`src/rtl/synth_pkg.sv`:
```
// rtl/synth_pkg.sv - shared mixer state type, mix-mode codes and arithmetic helpers
// Purpose: common definitions imported by voice_mixer and its sub-modules.
// Ports: none (package).
package synth_pkg;

  typedef enum logic [1:0] {
    IDLE   = 2'd0,
    ACCUM  = 2'd1,
    SCALE  = 2'd2,
    OUTPUT = 2'd3
  } mixer_state_t;

  // Mode code 3 is not listed here; it falls through to the fixed-shift path.
  localparam logic [1:0] MIX_FIXED     = 2'd0;
  localparam logic [1:0] MIX_NORMALISE = 2'd1;
  localparam logic [1:0] MIX_SATURATE  = 2'd2;

  // Unsigned midpoint of a sample of the given width.
  function automatic int unsigned midpoint(input int unsigned width);
    return 32'd1 << (width - 1);
  endfunction

  // ceil(log2(n)); 0 and 1 both give 0.
  function automatic int unsigned ceil_log2(input int unsigned n);
    int unsigned r;
    r = 0;
    for (int i = 31; i >= 0; i--) begin
      if ((32'd1 << i) >= n) r = unsigned'(i);
    end
    return r;
  endfunction

endpackage

```
`src/rtl/voice_gain_ramp.sv`:
```
// rtl/voice_gain_ramp.sv - per-voice click-free gain envelope
// Purpose: on each tick, moves the gain toward the velocity (note held) or toward
//   zero (note released) by at most RAMP_STEP.
// Ports: i_clk, i_rst_n (async, active-low), i_tick (one-cycle update strobe),
//   i_on (note held), i_vel (target gain), o_gain (current gain).
module voice_gain_ramp #(
  parameter int VEL_W     = 7,
  parameter int RAMP_STEP = 4
) (
  input  logic             i_clk,
  input  logic             i_rst_n,
  input  logic             i_tick,
  input  logic             i_on,
  input  logic [VEL_W-1:0] i_vel,
  output logic [VEL_W-1:0] o_gain
);

  // One extra bit so the upward step cannot wrap before it is clamped.
  localparam logic [VEL_W:0] STEP = (VEL_W + 1)'(RAMP_STEP);

  logic [VEL_W-1:0] r_gain;
  logic [VEL_W-1:0] w_next;
  logic [VEL_W:0]   w_up;
  logic [VEL_W:0]   w_gain_ext;
  logic [VEL_W:0]   w_vel_ext;

  assign w_gain_ext = {1'b0, r_gain};
  assign w_vel_ext  = {1'b0, i_vel};
  assign w_up       = w_gain_ext + STEP;

  always_comb begin
    w_next = r_gain;
    if (i_on) begin
      // A retrigger at a lower velocity ramps down rather than jumping.
      if (r_gain < i_vel) begin
        w_next = (w_up > w_vel_ext) ? i_vel : w_up[VEL_W-1:0];
      end else if (r_gain > i_vel) begin
        w_next = ((w_gain_ext - w_vel_ext) > STEP) ? VEL_W'(w_gain_ext - STEP) : i_vel;
      end
    end else begin
      w_next = (w_gain_ext > STEP) ? VEL_W'(w_gain_ext - STEP) : '0;
    end
  end

  always_ff @(posedge i_clk or negedge i_rst_n) begin
    if (!i_rst_n) begin
      r_gain <= '0;
    end else if (i_tick) begin
      r_gain <= w_next;
    end
  end

  assign o_gain = r_gain;

endmodule

```
`src/rtl/voice_mixer.sv`:
```
// rtl/voice_mixer.sv - N-voice serial mixer with gain ramps, mode scaling and saturation
// Purpose: every TICK_DIV cycles snapshots the voice inputs, ramps per-voice gains,
//   multiply-accumulates one voice per cycle, scales by mode and saturates to OUT_W.
// Ports: clk_in, rst_n_in (async, active-low); voice_sample_in / voice_on_in /
//   voice_vel_in per-voice inputs; mode_in mix mode; pwm_data_out mixed sample;
//   pwm_data_ready_out one-cycle update pulse; clip_out saturation flag;
//   active_count_out voices with nonzero gain; busy_out high while mixing.
module voice_mixer
  import synth_pkg::*;
#(
  parameter int NUM_VOICES  = 5,
  parameter int SAMPLE_W    = 8,
  parameter int VEL_W       = 7,
  parameter int OUT_W       = 8,
  parameter int TICK_DIV    = 4536,
  parameter int RAMP_STEP   = 4,
  parameter int FIXED_SHIFT = 2
) (
  input  logic                                 clk_in,
  input  logic                                 rst_n_in,
  input  logic [NUM_VOICES-1:0][SAMPLE_W-1:0]  voice_sample_in,
  input  logic [NUM_VOICES-1:0]                voice_on_in,
  input  logic [NUM_VOICES-1:0][VEL_W-1:0]     voice_vel_in,
  input  logic [1:0]                           mode_in,
  output logic [OUT_W-1:0]                     pwm_data_out,
  output logic                                 pwm_data_ready_out,
  output logic                                 clip_out,
  output logic [$clog2(NUM_VOICES+1)-1:0]      active_count_out,
  output logic                                 busy_out
);

  localparam int CNT_W    = $clog2(TICK_DIV);
  localparam int IDX_W    = (NUM_VOICES > 1) ? $clog2(NUM_VOICES) : 1;
  localparam int ACT_W    = $clog2(NUM_VOICES + 1);
  localparam int PROD_W   = SAMPLE_W + VEL_W + 1;
  localparam int ACC_W    = SAMPLE_W + VEL_W + $clog2(NUM_VOICES) + 1;
  localparam int ALIGN_UP = (OUT_W >= SAMPLE_W) ? OUT_W - SAMPLE_W : 0;
  localparam int ALIGN_DN = (OUT_W >= SAMPLE_W) ? 0 : SAMPLE_W - OUT_W;

  localparam logic signed [SAMPLE_W:0] MID_IN  = (SAMPLE_W + 1)'(midpoint(SAMPLE_W));
  localparam logic signed [ACC_W+1:0]  MID_OUT = (ACC_W + 2)'(midpoint(OUT_W));
  localparam logic signed [ACC_W+1:0]  MAX_OUT = (ACC_W + 2)'((64'd1 << OUT_W) - 64'd1);

  mixer_state_t r_state, w_state_next;

  logic [CNT_W-1:0]                    r_tick_cnt;
  logic [IDX_W-1:0]                    r_idx;
  logic signed [ACC_W-1:0]             r_acc;
  logic [NUM_VOICES-1:0][SAMPLE_W-1:0] r_samp;
  logic [1:0]                          r_mode;
  logic [OUT_W-1:0]                    r_mix;
  logic                                r_mix_clip;
  logic [OUT_W-1:0]                    r_pwm;
  logic                                r_ready;
  logic                                r_clip;
  logic [ACT_W-1:0]                    r_active;

  logic                                w_wrap;
  logic [NUM_VOICES-1:0][VEL_W-1:0]    w_gain;
  logic [ACT_W-1:0]                    w_active;
  logic signed [SAMPLE_W:0]            w_c;
  logic signed [PROD_W-1:0]            w_prod;
  logic signed [ACC_W-1:0]             w_s;
  logic signed [ACC_W+1:0]             w_sum;
  logic [OUT_W-1:0]                    w_mix;
  logic                                w_clip;

  assign w_wrap = (r_tick_cnt == CNT_W'(TICK_DIV - 1));

  // Gains advance on the same edge that snapshots the samples, so the whole
  // ACCUM pass sees one consistent set of gains.
  for (genvar gi = 0; gi < NUM_VOICES; gi++) begin : g_ramp
    voice_gain_ramp #(
      .VEL_W     (VEL_W),
      .RAMP_STEP (RAMP_STEP)
    ) u_ramp (
      .i_clk   (clk_in),
      .i_rst_n (rst_n_in),
      .i_tick  (w_wrap),
      .i_on    (voice_on_in[gi]),
      .i_vel   (voice_vel_in[gi]),
      .o_gain  (w_gain[gi])
    );
  end

  always_comb begin
    w_active = '0;
    for (int i = 0; i < NUM_VOICES; i++) begin
      w_active = w_active + ACT_W'(w_gain[i] != '0);
    end
  end

  // Serial MAC operand: centred sample times gain of the voice selected by r_idx.
  assign w_c    = $signed({1'b0, r_samp[r_idx]}) - MID_IN;
  assign w_prod = PROD_W'(w_c) * PROD_W'($signed({1'b0, w_gain[r_idx]}));

  always_comb begin
    w_s = r_acc >>> VEL_W;
    case (r_mode)
      MIX_NORMALISE: w_s = w_s >>> ceil_log2(32'(w_active));
      MIX_SATURATE:  w_s = w_s;
      default:       w_s = w_s >>> FIXED_SHIFT;
    endcase
    w_s   = (w_s <<< ALIGN_UP) >>> ALIGN_DN;
    w_sum = (ACC_W + 2)'(w_s) + MID_OUT;
    w_mix  = w_sum[OUT_W-1:0];
    w_clip = 1'b0;
    if (w_sum < 0) begin
      w_mix  = '0;
      w_clip = 1'b1;
    end else if (w_sum > MAX_OUT) begin
      w_mix  = '1;
      w_clip = 1'b1;
    end
  end

  always_ff @(posedge clk_in or negedge rst_n_in) begin
    if (!rst_n_in) r_state <= IDLE;
    else           r_state <= w_state_next;
  end

  always_comb begin
    w_state_next = r_state;
    case (r_state)
      IDLE:    if (w_wrap) w_state_next = ACCUM;
      ACCUM:   if (r_idx == IDX_W'(NUM_VOICES - 1)) w_state_next = SCALE;
      SCALE:   w_state_next = OUTPUT;
      OUTPUT:  w_state_next = IDLE;
      default: w_state_next = IDLE;
    endcase
  end

  always_ff @(posedge clk_in or negedge rst_n_in) begin
    if (!rst_n_in) begin
      r_tick_cnt <= '0;
      r_idx      <= '0;
      r_acc      <= '0;
      r_samp     <= '0;
      r_mode     <= MIX_FIXED;
      r_mix      <= OUT_W'(midpoint(OUT_W));
      r_mix_clip <= 1'b0;
      r_pwm      <= OUT_W'(midpoint(OUT_W));
      r_ready    <= 1'b0;
      r_clip     <= 1'b0;
      r_active   <= '0;
    end else begin
      r_ready    <= 1'b0;
      r_tick_cnt <= w_wrap ? '0 : r_tick_cnt + CNT_W'(1);
      if (r_state == IDLE && w_wrap) begin
        r_samp <= voice_sample_in;
        r_mode <= mode_in;
        r_acc  <= '0;
        r_idx  <= '0;
      end
      if (r_state == ACCUM) begin
        r_acc <= r_acc + ACC_W'(w_prod);
        r_idx <= r_idx + IDX_W'(1);
      end
      if (r_state == SCALE) begin
        r_mix      <= w_mix;
        r_mix_clip <= w_clip;
      end
      if (r_state == OUTPUT) begin
        r_pwm    <= r_mix;
        r_clip   <= r_mix_clip;
        r_active <= w_active;
        r_ready  <= 1'b1;
      end
    end
  end

  assign pwm_data_out       = r_pwm;
  assign pwm_data_ready_out = r_ready;
  assign clip_out           = r_clip;
  assign active_count_out   = r_active;
  assign busy_out           = (r_state != IDLE);

endmodule

```
`config.mk`:
```
export PLATFORM = sky130hd
export DESIGN_NAME = voice_mixer
export DESIGN_NICKNAME = d
export VERILOG_FILES = /design/src/rtl/synth_pkg.sv /design/src/rtl/voice_gain_ramp.sv /design/src/rtl/voice_mixer.sv
export SDC_FILE = /design/constraint.sdc
export NUM_CORES = 1
export LEC_CHECK = 0
export ABC_AREA = 1
export CORE_MARGIN = 2
export CORE_UTILIZATION = 55
export CTS_CLUSTER_DIAMETER = 30
export DETAILED_ROUTE_END_ITERATION = 10
export GPL_ROUTABILITY_DRIVEN = 0
export PLACE_DENSITY = 0.83
export SLEW_MARGIN = 5
export SYNTH_ARGS = -nofsm -noshare
export SYNTH_HDL_FRONTEND = slang
export SYNTH_SLANG_ARGS = --single-unit
```
`constraint.sdc`:
```
create_clock -name clk_in -period 13.8 [get_ports clk_in]
set_input_delay 2.07 -clock clk_in [delete_from_list [all_inputs] [get_ports clk_in]]
set_output_delay 2.07 -clock clk_in [all_outputs]
set_load 0.05 [all_outputs]
```
# Word-level counts from Yosys, hierarchy flattened
# Cells that the tools add are included.
dict set report totals {
  reg_bits 136
  latch_bits 0
  mem_bits_rw 0
  romBits 0
  out_inout_bits 14
  n_memories 0
}
dict set report classes {
  add_sub_neg 24
  multipliers 1
  div 0
  order_cmp 31
  n_eq_ne 14
  n_shift 1
  mux 52
  n_bitwise 0
  n_reduce_logical 15
}
# cell count
set op_table {}
lappend op_table {{7-bit 2-to-1 mux} 31}
lappend op_table {{32-bit 2-to-1 mux} 3}
lappend op_table {{7-bit by 3-bit adder with 8-bit output (second input constant)} 5}
lappend op_table {{8-bit by 3-bit > comparator with 1-bit output (second input constant)} 5}
lappend op_table {{8-bit by 7-bit > comparator with 1-bit output} 5}
lappend op_table {{7-bit by 7-bit subtractor with 8-bit output} 5}
lappend op_table {{19-bit 2-to-1 mux} 2}
lappend op_table {{19-bit case mux with 2 select lines} 1}
lappend op_table {{7-bit by 3-bit > comparator with 1-bit output (second input constant)} 5}
lappend op_table {{7-bit > comparator} 5}
lappend op_table {{7-bit less-than comparator} 5}
lappend op_table {{7-bit nonzero test} 5}
lappend op_table {{7-bit by 3-bit subtractor with 7-bit output (second input constant)} 5}
lappend op_table {{12-bit by 32-bit >>> shifter with 19-bit output} 1}
lappend op_table {{8-bit binary-select mux with 3-bit select} 1}
lappend op_table {{8-bit 2-to-1 mux} 3}
lappend op_table {{7-bit binary-select mux with 3-bit select} 1}
lappend op_table {{19-bit by 9-bit adder with 20-bit output (second input constant)} 1}
lappend op_table {{20-bit by 9-bit > comparator with 1-bit output (second input constant)} 1}
lappend op_table {{20-bit by 1-bit less-than comparator with 1-bit output (second input constant)} 1}
lappend op_table {{19-bit by 16-bit adder with 19-bit output} 1}
lappend op_table {{9-bit by 8-bit multiplier with 16-bit output} 1}
lappend op_table {{3-bit by 1-bit != test with 1-bit output (second input constant)} 5}
lappend op_table {{13-bit by 1-bit adder with 13-bit output (second input constant)} 1}
lappend op_table {{other kinds (23)} 39}

# Logic depth before layout (Yosys ltp)
# Gate-level depths: netlist (run 1).
dict set report logic_depth {
  depth_word 16
  ltp_mapped 36
  ltp_nobuf 34
}

# Hierarchy
# A second synthesis (run 1) with hierarchy kept.
dict set report hier_totals {
  hier_cells 2182
  hier_area_um2 14903.0
}
# module instances cells_each area_each_um2
set modules_own_cells {}
lappend modules_own_cells {voice_mixer 1 1172 8708.4}
lappend modules_own_cells {{voice_gain_ramp at g_ramp[0].u_ramp ...} 3 202 1212.4}
lappend modules_own_cells {{voice_gain_ramp at g_ramp[2].u_ramp ...} 2 202 1278.7}

# Worst setup path after synthesis (run 1)
# No wires, ideal clock.
dict set report synth_path {
  path_kind {reg2reg}
  from {register r_idx[1]}
  to {register r_acc[17]}
  setup_ns 0.129
  t_arrival_ns 6.120
  required_time_ns 13.671
  slack_ns 7.551
  stages_incl_launch_ff 32
  n_path_buf 2
  path_cell_list {dfrtp_1 buf_2 clkinv_1 nand3_1 buf_2 o21ai_1 nand2_1 fa_1 inv_1 fa_1 fa_1 inv_1 fa_1 inv_1 ha_1 nand2_1 nor3_1 a21oi_1 o21ai_0 nand2_1 nand2_1 a21oi_1 xor2_1 ha_1 nand2_1 nor3_1 nor3b_1 nand4_1 nand3_1 a21oi_1 o21ai_0 o21ai_0}
}
dict set report synth_between {
  elab_chain_len 6
}
# element line
set synth_rtl {}
lappend synth_rtl {{from (decl)} voice_mixer.sv:47} ;# logic [IDX_W-1:0] r_idx;
lappend synth_rtl {{from (signal assigned)} voice_mixer.sv:157} ;# r_idx <= r_idx + IDX_W'(1);
lappend synth_rtl {{8-bit binary-select mux with 3-bit select} voice_mixer.sv:94} ;# assign w_c = $signed({1'b0, r_samp[r_idx]}) - MID_IN;
lappend synth_rtl {{8-bit 2-to-1 mux (not written as such)} voice_mixer.sv:94}
lappend synth_rtl {{8-bit by 8-bit subtractor with 9-bit output} voice_mixer.sv:94}
lappend synth_rtl {{9-bit by 8-bit multiplier with 16-bit output (*)} voice_mixer.sv:95} ;# assign w_prod = PROD_W'(w_c) * PROD_W'($signed({1'b0, w_gain[r_idx]}));
lappend synth_rtl {{19-bit by 16-bit adder with 19-bit output (*)} voice_mixer.sv:156} ;# r_acc <= r_acc + ACC_W'(w_prod);
lappend synth_rtl {{19-bit 2-to-1 mux (*)} voice_mixer.sv:155} ;# if (r_state == ACCUM) begin
lappend synth_rtl {{to (signal assigned)} voice_mixer.sv:156}
lappend synth_rtl {{to (decl)} voice_mixer.sv:48} ;# logic signed [ACC_W-1:0] r_acc;
# Every way passes the cells marked *; elsewhere a longest branch is shown, timed or not. The select of a mux whose other input is x is not followed.
# A chain may end at the register's enable or synchronous reset.

# Final worst setup path (run 1)
# Same ends and word-level chain as after synthesis.

==> qor.yml, run 1 <==
outcome:
  run_status: "finished clean"
detailed_routing:
  drt-total-wl_mm: 38.3
  wire_per_inst_um: 14.6
  dr.pass1.iters: 8
  ant_nets: 0
  vias: 14600
  drtIter0Drc: 1191
  drc: 0
  vias_per_cell: 5.57
cts:
  post_cts_resized: 0
  clock_latency_ns: 0.44
  clk_transition_reported_paths_ns: 0.07
  cts.path.max_buffers: 2
  holdBufCountCts: 0
  clock-root-buffer: "clkbuf_16"
  htree_levels: 4
  cts_buffers: 17
  cts_setup_buffers: 0
  cts_tree: "done"
  cts_sinks: 136
yosys:
  yosys.area.top_type: "dfrtp_1"
  synthTopCellsByArea: "dfrtp_1, nand2_1, ha_1"
  synthSimpleGateAreaFrac_pct: 29.8
  synth-xor-area-share_pct: 2.71
  synthesis.area_um2: 14900
  avgSynthCellArea_um2: 6.81
  synth_warnings: 0
  synth_fa_ha_area_share_pct: 19.4
  synth_compound_area_share_pct: 13.1
  ys_types: 47
  synth_top_cell_area_share_pct: 22.5
  synth_edf_count: 0
  yosysSeqAreaShare_pct: 22.9
  synthArstFlopShare_pct: 100
  synth-seq-cells: 136
  synthCells: 2188
  synth_top_family_by_area: "simple AND/OR/NAND/NOR gates"
  synth_ff_type: "dfrtp_1"
  synthesis.nets: 2471
  synth_mux_area_share_pct: 0.832
power:
  leakage_nw: 9.14
  ir_drop_mv: 0.0727
  power_density_nw_per_um2: 56.1
  seqPwrFrac_pct: 42.6
  switching_share_pct: 27.6
  switching_power_mw: 0.258
  p_comb_share_pct: 9.4
  p_int_mw: 0.677
  p_clk_share_pct: 48.0
sta:
  slew_headroom_pct: 38.4
  finalSetupViolCount: 0
  rsz0062_at_grt: "false"
  max_clock_freq_mhz: 131
  drv_slew: 0
  layout_min_cycle_time_ns: 7.61
  period_share_pct: 55.1
  setup_ws_ns: 6.19
  hold_viol: 0
  fin_tns_setup_ns: 0
  tightestPinTransition_ns: 0.920
  fin_skew_ns: 0.0123
global_route:
  grt_pass1_vias: 13900
  grt_max_degree: 87
  grtUsageTotal_pct: 27.5
  globalRouteOverflowTotal: 0
  antenna_found_initial: 0
  grt_pass1_wl_mm: 64.4
cells_and_area:
  final_util_pct: 62.2
  antenna_cells: 0
  layout.nets: 2545
  final_cell_mix: "nand2_1, inv_1, nand3_1, a21oi_1, ha_1"
  area_growth_pct: 11.9
  regArea_um2: 3410
  mostFrequentLayoutCell: "nand2_1"
  fillCellCount: 2319
  multi_input_area_um2: 9800
  drive_above_1_share_pct: 6.81
die:
  fp.dieW_um: 169
  coreArea_um2: 26800
  io_pins: 98
  die_h_um: 169
  dieArea_um2: 28400
  num_rows: 60
  start_util_pct: 55.6
worst_setup_path:
  slowest_stage: "o21ai_1"
  end_kind: "flop"
  cpPeakStageDelay_ns: 0.65
  worstSetupPathType: "flop to flop"
  crit_required_ns: 14.11
  worstPathMaxFanout: 26
  cp-start-kind: "flop"
  critical_path_arrival_ns: 7.92
flow_run:
  drv_cap: 0
place:
  dpl.hpwl_mm: 30.4
  dp_slack_ns: 6.39
  place.port_buffers: 97
worst_hold_path:
  hold_class: "flop to flop"
==> area by class of cell <==
type | count | area share [%]
multi-input combinational | 1620 | 58.8
sequential | 136 | 20.4
inverter | 387 | 8.72
timing repair buffer | 100 | 5.97
tap | 341 | 2.56
clock buffer | 17 | 2.55
clock inverter | 15 | 0.916
==> critical path: cells and delay by family, from the launching register on <==
family          cells  cell delay, ns
flops               1            0.46
compound gates      9            1.64
simple gates        9            1.91
buf+inv             4            0.58
xor+xnor            1            0.09
fa+ha+maj           6            2.81
==> logic make-up after synthesis <==
| family | Yosys count |
|---|---|
| adders and majority gates | 199 |
| xor gates and xnor gates | 46 |
| and+or+nand+nor | 1019 |
| buffers and inverters | 432 |
| DFF | 136 |
| muxes | 11 |
| AOI/OAI and AO/OA | 345 |
==> per-layer routing <==
layer | routed length (um) | part of all wire (%) | track usage (%)
met4 | 1510 | 3.9 | 11.7
met5 | 0 | 0 | 0
met3 | 2920 | 7.6 | 5.17
met2 | 17300 | 45 | 45.0
met1 | 16500 | 43 | 35.9
==> stage by stage <==
| step | cell area, um2 | total power [mW] | std cells | hold slack (ns) |
|---|---|---|---|---|
| final | 16700 | 0.935 | 2616 | 0.477 |
| after global routing | 16700 | 0.969 | 2616 | 0.498 |
| after CTS | 16700 | 0.939 | 2616 | 0.478 |
| after detailed placement | 16100 | 0.493 | 2584 | 0.464 |
| after global placement | 16100 | 0.491 | 2584 | 0.458 |
| after floorplan | 14900 | 0.448 | 2188 | 0.442 |
==> worst paths after layout <==
check	startpoint	endpoint	slack, ns	cells after the start
worst min-delay path	r_mix[7]	r_mix[7]	0.48	2
worst max register to register	r_idx[1]	r_acc[17]	6.19	29
min in group asynchronous	rst_n_in	pwm_data_out[3]	1.69	1
worst min register to register	r_mix[7]	r_mix[7]	0.48	2
max in group asynchronous	rst_n_in	g_ramp[4].u_ramp.o_gain[2]	10.91	2
worst max-delay path	r_idx[1]	r_acc[17]	6.19	29
==> flip-flops by register name (all words and copies together) (netlist names), 2 cells and up <==
name	count
r_samp	40
g_ramp.u_ramp.o_gain	35
r_acc	19
r_tick_cnt	13
pwm_data_out	8
r_mix	8
active_count_out	3
r_idx	3
r_mode	2
r_state	2
==> power by group through the flow <==
stage	Sequential, mW	Combinational (mW)	Clock (mW)
final	0.399	0.0876	0.449
after global routing	0.398	0.0975	0.473
after CTS	0.399	0.0876	0.453
after detailed placement	0.406	0.0870	0
after global placement	0.406	0.0852	0
after floorplan	0.406	0.0419	0
==> Yosys cell counts (all sizes together), types with 2 or more instances <==
cell and n:
a21o 3, a21oi 172, a22oi 6, a31oi 2, buf 29, clkbuf 16, clkinv 3, dfrtp 134
dfstp 2, fa 54, ha 145, inv 384, mux2 11, nand2 594, nand3 235, nand3b 10
nand4 17, nor2 140, nor3 16, o211ai 2, o21a 2, o21ai 147, o22ai 4, o31ai 3
or2 5, xnor2 14, xor2 32
No activity file was read; power rests on OpenSTA's default activity.
==> run 2: changes to the inputs <==
clock period = 7.5 ns   (was 13.8 ns; I/O delays follow)
==> run 2 against run 1 <==
Non-clock buffer count rose by 2. Sequential power is 84% higher. Critical endpoint unchanged. Critical path type unchanged. Combinational power rose by 82%. Worst setup slack lost 5.5 ns. Power is 87% higher. Critical path depth rose by 5. Global-route usage down 0.17 points. Hold slack worse by 0.0075 ns. Flip-flop and latch count stayed put. Maximum frequency rose by 11%. First-iteration DRC count fell by 3.6%. Count of clock-buffer cells in the layout unchanged.
==> qor.yml, run 2 (synthesis gave the netlist of run 1 again) <==
global_route:
  grt_max_degree: 74  # -15%
  grt_pass1_vias: 14000  # +0.48%
  grt_pass1_wl_mm: 64.3  # -0.16%
  grtUsageTotal_pct: 27.3  # -0.17 points
  antenna_found_initial: 0  # unchanged
  globalRouteOverflowTotal: 0  # unchanged
detailed_routing:
  wl_met2_mm: 17.5  # +0.88%
  dr.pass1.iters: 5  # -3
  met3_length_mm: 2.87  # -1.5%
  vias: 14700  # +0.69%
  drtIter0Drc: 1148  # -3.6%
  wire_per_inst_um: 14.6  # -0.16%
  drc: 0  # unchanged
  vias_per_cell: 5.60  # +0.62%
  met1_length_mm: 16.5  # -0.19%
  ant_nets: 0  # unchanged
  highest_layer: "met4"
  drt-total-wl_mm: 38.3  # about the same
cts:
  cts_buffers: 17  # unchanged
  holdBufCountCts: 0  # unchanged
  cts.path.max_buffers: 2  # unchanged
  cts_tree: "done"
  htree_levels: 4  # unchanged
  clock_latency_ns: 0.43  # about the same
  clock-root-buffer: "clkbuf_16"
  clk_transition_reported_paths_ns: 0.07  # about the same
  cts_sinks: 136  # unchanged
sta:
  hold_viol: 0  # unchanged
  rsz0062_at_grt: "false"
  slew_headroom_pct: 30.0  # -8.4 points
  fin_skew_ns: 0.0184  # +0.00605 ns
  finalSetupViolCount: 0  # unchanged
  layout_min_cycle_time_ns: 6.84  # -0.768 ns
  period_share_pct: 91.2  # +36 points
  tightestPinTransition_ns: 1.05  # +0.125 ns
  max_clock_freq_mhz: 146  # +11%
  drv_slew: 0  # unchanged
  fin_tns_setup_ns: 0  # unchanged
worst_setup_path:
  end_kind: "flop"
  cp_top_family: "adder cells"
  cp-start-kind: "flop"
  r2r-start: "r_idx[1]"
  critical_path_arrival_ns: 7.14  # -0.78 ns
  cpPeakStageDelay_ns: 0.53  # -0.12 ns
  critPathMostFrequentCell: "inv_1"
  regToRegEndpoint: "r_acc[17]"
  slowest_stage: "fa_1"
  cp_num_buf_inv: 8  # +4
  worstPathMaxFanout: 17  # -35%
  r2r_slack_ns: 0.66  # -5.53 ns
  worstSetupPathType: "flop to flop"
  r2r_cells: 34  # +17%
  crit_required_ns: 7.80  # -6.31 ns
cells_and_area:
  top_register: "r_samp"
  final_cell_mix: "nand2_1, inv_1, nand3_1, a21oi_1, ha_1"
  area_growth_pct: 12.3
  mostFrequentLayoutCell: "nand2_1"
  largest_reg_flops: 40  # unchanged
  antenna_cells: 0  # unchanged
  multi_input_area_um2: 9830  # +0.26%
  regArea_um2: 3410  # about the same
  layout.nets: 2547  # +0.079%
  stdcell_count: 2618  # +0.076%
  drive_above_1_share_pct: 7.25  # +0.43 points
  fillCellCount: 2320  # +0.043%
die:
  io_pins: 98  # unchanged
  fp.dieW_um: 169  # unchanged
  num_rows: 60  # unchanged
  start_util_pct: 55.6  # unchanged
  die_h_um: 169  # unchanged
  dieArea_um2: 28400  # unchanged
  coreArea_um2: 26800  # unchanged
worst_hold_path:
  hold_depth: 2  # unchanged
  hp-start: "r_mix[7]"
  whs_endpoint: "r_mix[7]"
  hold_class: "flop to flop"
power:
  ir_drop_mv: 0.110  # +52%
  switching_power_mw: 0.452  # +75%
  p_int_mw: 1.30  # +92%
  p_comb_share_pct: 9.1  # -0.3 points
  p_clk_share_pct: 49.0  # +1.0 points
  seqPwrFrac_pct: 41.9  # -0.7 points
  switching_share_pct: 25.8  # -1.8 points
  leakage_nw: 9.15  # +0.18%
  power_density_nw_per_um2: 105  # +87%
  power_mw: 1.75  # +87%
place:
  place.port_buffers: 97  # unchanged
  dpl.hpwl_mm: 30.6  # +0.62%
  dp.cells: 2586  # +0.077%
outcome:
  run_status: "finished clean"
flow_run:
  drv_cap: 0  # unchanged
## run 2: changes by cell type in the layout (fill, tap and decap cells not counted), sizes merged
cell and delta:
inv -2, buf +2, clkinvlp +2, bufinv +2, clkinv -2
## run 2: stage by stage
step	hold slack (ns)	area [um2]	utilization, %	setup WS [ns]
global placement	0.458	16100	60.1	0.807
floorplan	0.442	14900	-	1.25
CTS	0.470	16700	62.3	0.504
finish	0.469	16700	62.4	0.660
global route	0.494	16700	62.4	0.0382
detailed placement	0.459	16100	60.1	0.530
## run 2: area by class of cell
| cell class | count | area share [%] |
|---|---|---|
| well taps | 341 | 2.55 |
| clock buffers | 17 | 2.54 |
| inverters | 387 | 8.71 |
| flip-flops and latches | 136 | 20.4 |
| repair buffers | 102 | 6.04 |
| clock inverters | 15 | 0.980 |
| multi-input cells | 1620 | 58.8 |
## run 2: how the worst max path moves through the flow
stage	start	end	slack, ns	cells past startpoint
global placement	r_idx[1]	r_acc[17]	0.81	29
global route	r_idx[1]	r_acc[17]	0.04	34
CTS	r_idx[1]	r_acc[17]	0.50	28
detailed placement	r_idx[1]	r_acc[17]	0.53	28
finish	r_idx[1]	r_acc[17]	0.66	34
floorplan	r_idx[1]	r_acc[17]	1.25	31
## run 2: per-layer routing
metal  GRT usage (%)  up-vias
met4            11.1        0
met2            44.8      563
li1                -     7153
met1            36.5     6840
met5               0        -
met3            4.09      104
## run 2: what timing repair did
action,CTS,global route
setup endpoints to repair,0,2
gates resized for setup,0,8
buffers inserted,0,0
## run 2: power by group through the flow
| stage | Clock (mW) | Combinational [mW] | Sequential (mW) |
|---|---|---|---|
| floorplan | 0 | 0.0770 | 0.747 |
| global placement | 0 | 0.155 | 0.747 |
| detailed placement | 0 | 0.159 | 0.747 |
| CTS | 0.863 | 0.160 | 0.734 |
| global route | 0.900 | 0.178 | 0.733 |
| finish | 0.859 | 0.159 | 0.734 |
## run 2: worst register-to-register path, delay by kind of cell, from the launching register on
kind | cells | cell delay [ns]
buffers and inverters | 8 | 0.85
DFF | 1 | 0.46
and+or+nand+nor | 10 | 1.43
AOI/OAI and AO/OA | 9 | 1.13
adders and majority gates | 6 | 2.74
xor gates and xnor gates | 1 | 0.15
